## config.mk

```make
export PLATFORM = sky130hd
export DESIGN_NAME = fpmul_issue_ctrl
export DESIGN_NICKNAME = d
export VERILOG_FILES = /design/src/rtl/fpmul_issue_ctrl_pkg.sv /design/src/rtl/fpmul_issue_ctrl_rr_arb2.sv /design/src/rtl/fpmul_issue_ctrl.sv
export SDC_FILE = /design/constraint.sdc
export NUM_CORES = 1
export LEC_CHECK = 0
export BUFFER_PORTS_ARGS = -buffer_cell sky130_fd_sc_hd__buf_2
export CORE_UTILIZATION = 32
export DETAILED_ROUTE_END_ITERATION = 6
export PLACE_DENSITY = 0.83
export SETUP_SLACK_MARGIN = 0.5
export SKIP_CTS_REPAIR_TIMING = 1
export SLEW_MARGIN = 25
export SYNTH_ARGS = -nofsm -noshare
export SYNTH_HDL_FRONTEND = slang
export SYNTH_SLANG_ARGS = --single-unit
```

## constraint.sdc

```tcl
create_clock -name clk -period 2 [get_ports clk]
set_clock_uncertainty 0.15 [all_clocks]
set_input_delay 0.2 -clock clk [delete_from_list [all_inputs] [get_ports clk]]
set_output_delay 0.2 -clock clk [all_outputs]
set_load 0.02 [all_outputs]
```

## src/rtl/fpmul_issue_ctrl_pkg.sv

```systemverilog
// Shared constants for the FP multiplier issue controller: requester id
// encodings and the default pipeline depth per operand width.
package fpmul_issue_ctrl_pkg;

    localparam logic REQ0 = 1'b0;
    localparam logic REQ1 = 1'b1;

    // The multiplier is five stages deep for every supported format.
    function automatic int default_num_stg(input int dw);
        case (dw)
            16:      return 5;
            32:      return 5;
            64:      return 5;
            default: return 5;
        endcase
    endfunction

endpackage

```

## src/rtl/fpmul_issue_ctrl_rr_arb2.sv

```systemverilog
// Two-way round-robin arbiter: a lone requester wins, a tie goes to ptr.
module rr_arb2
    import fpmul_issue_ctrl_pkg::*;
(
    input  logic [1:0] req,
    input  logic       ptr,
    input  logic       en,
    output logic [1:0] gnt,
    output logic       gnt_id,
    output logic       any
);

    always_comb begin
        gnt    = 2'b00;
        gnt_id = REQ0;
        any    = en & (|req);
        if (any) begin
            gnt_id = (req == 2'b11) ? ptr : req[1];
            gnt    = (gnt_id == REQ1) ? 2'b10 : 2'b01;
        end
    end

endmodule

```

## src/rtl/fpmul_issue_ctrl.sv

```systemverilog
// Issue controller sharing one pipelined FP multiplier between two requesters,
// tracking valid/owner per stage and stalling the pipe on result backpressure.
module fpmul_issue_ctrl
    import fpmul_issue_ctrl_pkg::*;
#(
    parameter int DW      = 16,
    parameter int NUM_STG = default_num_stg(DW),
    parameter int CG_EN   = 0,
    parameter int CNT_W   = 3
) (
    input  logic             clk,
    input  logic             rst,
    input  logic             req0_valid,
    output logic             req0_ready,
    input  logic [DW-1:0]    req0_a,
    input  logic [DW-1:0]    req0_b,
    input  logic             req1_valid,
    output logic             req1_ready,
    input  logic [DW-1:0]    req1_a,
    input  logic [DW-1:0]    req1_b,
    output logic [DW-1:0]    mul_a,
    output logic [DW-1:0]    mul_b,
    output logic             mul_en,
    input  logic [DW-1:0]    mul_res,
    output logic             res_valid,
    input  logic             res_ready,
    output logic             res_id,
    output logic [DW-1:0]    res_data,
    output logic [CNT_W-1:0] inflight,
    output logic             busy
);

    logic [NUM_STG-1:0] vld_q, vld_d;
    logic [NUM_STG-1:0] tag_q, tag_d;
    logic               rr_ptr_q, rr_ptr_d;
    logic [CNT_W-1:0]   inflight_q, inflight_d;

    logic       adv;
    logic       retire;
    logic [1:0] gnt;
    logic       gnt_id;
    logic       any_gnt;

    // With clock-gated stages the multiplier cannot hold, so neither can we.
    assign adv    = (CG_EN != 0) ? 1'b1 : (~vld_q[NUM_STG-1] | res_ready);
    assign retire = vld_q[NUM_STG-1] & adv;

    // Grants are suppressed during reset so no requester sees a spurious ready.
    rr_arb2 u_arb (
        .req    ({req1_valid, req0_valid}),
        .ptr    (rr_ptr_q),
        .en     (adv & ~rst),
        .gnt    (gnt),
        .gnt_id (gnt_id),
        .any    (any_gnt)
    );

    always_comb begin
        mul_a = '0;
        mul_b = '0;
        if (gnt[0]) begin
            mul_a = req0_a;
            mul_b = req0_b;
        end else if (gnt[1]) begin
            mul_a = req1_a;
            mul_b = req1_b;
        end
    end

    always_comb begin
        vld_d      = vld_q;
        tag_d      = tag_q;
        rr_ptr_d   = rr_ptr_q;
        inflight_d = inflight_q;
        if (adv) begin
            vld_d = {vld_q[NUM_STG-2:0], any_gnt};
            tag_d = {tag_q[NUM_STG-2:0], gnt_id};
            if (any_gnt)
                rr_ptr_d = ~gnt_id;
        end
        case ({any_gnt, retire})
            2'b10:   inflight_d = inflight_q + CNT_W'(1);
            2'b01:   inflight_d = inflight_q - CNT_W'(1);
            default: inflight_d = inflight_q;
        endcase
    end

    always_ff @(posedge clk or posedge rst) begin
        if (rst) begin
            vld_q      <= '0;
            tag_q      <= '0;
            rr_ptr_q   <= REQ0;
            inflight_q <= '0;
        end else begin
            vld_q      <= vld_d;
            tag_q      <= tag_d;
            rr_ptr_q   <= rr_ptr_d;
            inflight_q <= inflight_d;
        end
    end

    assign req0_ready = gnt[0];
    assign req1_ready = gnt[1];
    assign mul_en     = adv;
    assign res_valid  = vld_q[NUM_STG-1];
    assign res_id     = tag_q[NUM_STG-1];
    assign res_data   = mul_res;
    assign inflight   = inflight_q;
    assign busy       = (inflight_q != '0);

endmodule

```

==> run_results.csv <==
group,metric,value,unit
cts,clk_pin_slew,90,ps
routing,first_pass_iters,4,
layout,drive_above_1_share,0.759,
sta,min_period,2190,ps
floorplanning,rows,21,
global_routing,grt_max_degree,34,
synth,ys_seq_area_frac,0.310,
floorplanning,fp.coreArea,3360,µm²
setup_path,ff2ff_path_depth,10,
synth,yosysTopAreaCell,"dfrtp_1",
power,powerDensity,910,nW/µm²
global_routing,first_global_vias,1104,
cts,cts_max_level,1,
synth,ys_ff_latch,14,
flow_run,max_cap_viol_count,0,
global_routing,grt_pass1_wl,5010,µm
setup_path,path_cells,"nor2b_4 -> buf_6 -> nor4b_4 -> buf_4 -> a22o_4 -> buf_2",
routing,first_iter_violations,32,
hold_path,min_from,"rst",
cts,numCtsBuffers,3,
sta,setup_slack,-192,ps
sta,hold-worst-slack,102,ps
synth,synth.area.mux_share,0.00887,
cts,root_buffer,"clkbuf_4",
hold_path,hold_path_class,"in -> reg",
hold_path,holdPathEnd,"vld_q[0]$_DFFE_PP0N_",
setup_path,critPathMaxFanout,10,
sta,grt_setup_unrepaired,"true",
placed_design,dp_hpwl,3300,µm
synth,synth_top_family_by_area,"compound AO/OA/AOI/OAI gates",
routing,vias_per_cell,4.88,
cts,worst_skew_pair.late_latency,270,ps
setup_path,path_class,"reg -> out",
setup_path,start_kind,"flip-flop",
layout,final_common_cell,"buf_2",
global_routing,grt_usage,0.181,
sta,clock.fmax,456,MHz
floorplanning,io_pins,142,
cts,cts_tree,"done",
synth,synth_area,1130,µm²
power,leakagePower,1.25,nW
outcome,status,"finished with violations",
placed_design,placed_area,1870,µm²
placed_design,port_buffers,109,
synth,synth-simple-area-share,0.161,
power,finalPower,2.01,mW
layout,final_cell_mix,"82 x buf_2, 29 x a22o_4, 29 x buf_6",
synth,synth_nets,207,
global_routing,antenna_found_initial,0,
routing,wl_per_cell,16.8,µm
routing,vias,1317,
synth,synth_xor_area_frac,0.0233,
sta,drv_slew,0,
sta,tightestPinTransition,628,ps
synth,synth_cells,120,
hold_path,hold_depth,2,
setup_path,cp_slowest_cell,"dfrtp_2",
layout,diodes,0,
synth,synth_compound_area_frac,0.274,
routing,wl,4540,µm
cts,cts_max_path_buffers,2,
setup_path,crit_required,1650,ps
layout,stdcell_area,2210,µm²
sta,max_slew_margin,0.580,
setup_path,arrival,1840,ps
global_routing,grt_overflow,0,
placed_design,gp_congestion,0.758,
synth,ys_top_cells_by_area,"dfrtp_1 31%, a22o_1 26%, buf_4 11%, nand2_1 7.6%, buf_6 6.0%",
outcome,violations,"setup timing",
floorplanning,start_util,0.336,
floorplanning,die-height,61.4,µm
sta,fin_setup_tns,-5090,ps
sta,setup_viol,34,
setup_path,max_stage_delay,410,ps
sta,period_share,1.10,
routing,drtAntennaViolNets,0,
setup_path,r2r_slack,-20,ps
synth,synth_top_area_share,0.310,
synth,yosys_warnings,0,
sta,final-hold-violation-count,0,
synth,synthAdderAreaFrac,0.0288,
setup_path,rr_startpoint,"vld_q[4]$_DFFE_PP0N_",
power,ir_drop,0.000329,V
floorplanning,die-area,3770,µm²
synth,yosysUniqueCellTypes,26,
layout,nets,312,
cts,numClockSinks,14,
layout,area_growth,96.1,%
synth,syn_avg_cell_area,9.40,µm²
setup_path,cp-end-kind,"output port",
floorplanning,die_x,61.4,µm
routing,drc,0,
setup_path,r2r-end,"inflight[2]$_DFFE_PP0P_",
## worst max path at each step
stage	cells past startpoint	end	start	slack, ps
5_1_grt	6	mul_b[10]	vld_q[4]$_DFFE_PP0N_	-270
6_report	6	mul_b[12]	vld_q[4]$_DFFE_PP0N_	-190
4_1_cts	6	mul_a[0]	vld_q[4]$_DFFE_PP0N_	-240
3_3_place_gp	6	mul_b[15]	vld_q[4]$_DFFE_PP0N_	100
2_1_floorplan	9	inflight[2]$_DFFE_PP0P_	vld_q[4]$_DFFE_PP0N_	70
3_5_place_dp	9	inflight[2]$_DFFE_PP0P_	vld_q[4]$_DFFE_PP0N_	8
## kinds of logic (layout without fill, tap and decap cells)
kind of cell,after synthesis,count (layout)
compound gates,36,36
buf+inv,30,134
mux,1,1
fa+ha+maj,2,2
xor+xnor,3,3
simple gates,34,34
flops,14,14
## Yosys cell counts
master,count
a21o_1,1
a22o_1,33
and2_1,1
and4_1,1
buf_1,1
buf_2,1
buf_4,16
buf_6,6
clkbuf_1,1
dfrtp_1,14
fa_1,1
ha_1,1
inv_1,4
inv_2,1
mux2i_1,1
nand2_1,23
nand2b_1,1
nand3_1,1
nor2_1,3
nor2b_4,2
nor4b_4,1
o21ai_0,1
o31ai_1,1
or3_1,1
xnor2_1,1
xor2_1,2
## state kept, by name, summed over array words and instances, names as in the netlist
| register | cells |
|---|---|
| vld_q | 5 |
| inflight | 3 |
| tag_q | 5 |
| rr_ptr_q | 1 |
## metrics by stage
step	util	worst slack, ps	cells
2_1_floorplan	-	67.2	120
3_3_place_gp	0.556	97.0	257
3_5_place_dp	0.556	8.04	257
4_1_cts	0.567	-239	261
5_1_grt	0.658	-267	270
6_report	0.658	-192	270
## metal layers
metal  vias to the layer above  share of wire  wire, µm  global-route usage
li1                        619              -         -                   -
met3                         2          0.072       326              0.0357
met2                        72           0.58      2650               0.354
met5                         -              0         0                   0
met4                         0         0.0057        26             0.00952
met1                       624           0.34      1550               0.213
## power by group
group / internal (mW) / switching, mW / leakage [nW]
registers: 0.405 / 0.0866 / 0.175
logic: 0.678 / 0.641 / 1.05
clock network: 0.111 / 0.0921 / 0.0210
## worst max-delay path, delay by kind of cell, from the launching register on
kind                   cells  cell delay (ps)
and+or+nand+nor            2              490
DFF                        1              410
AOI/OAI and AO/OA          1              140
buffers and inverters      3              530
## layout make-up
type	instances	area, µm²
well taps	46	57.6
repair buffers	125	895
flip-flops and latches	14	352
inverters	5	18.8
multi-input cells	76	855
clock buffers	4	36.3
fillers	301	1150
Note: power is estimated with default switching activity, not from simulation.
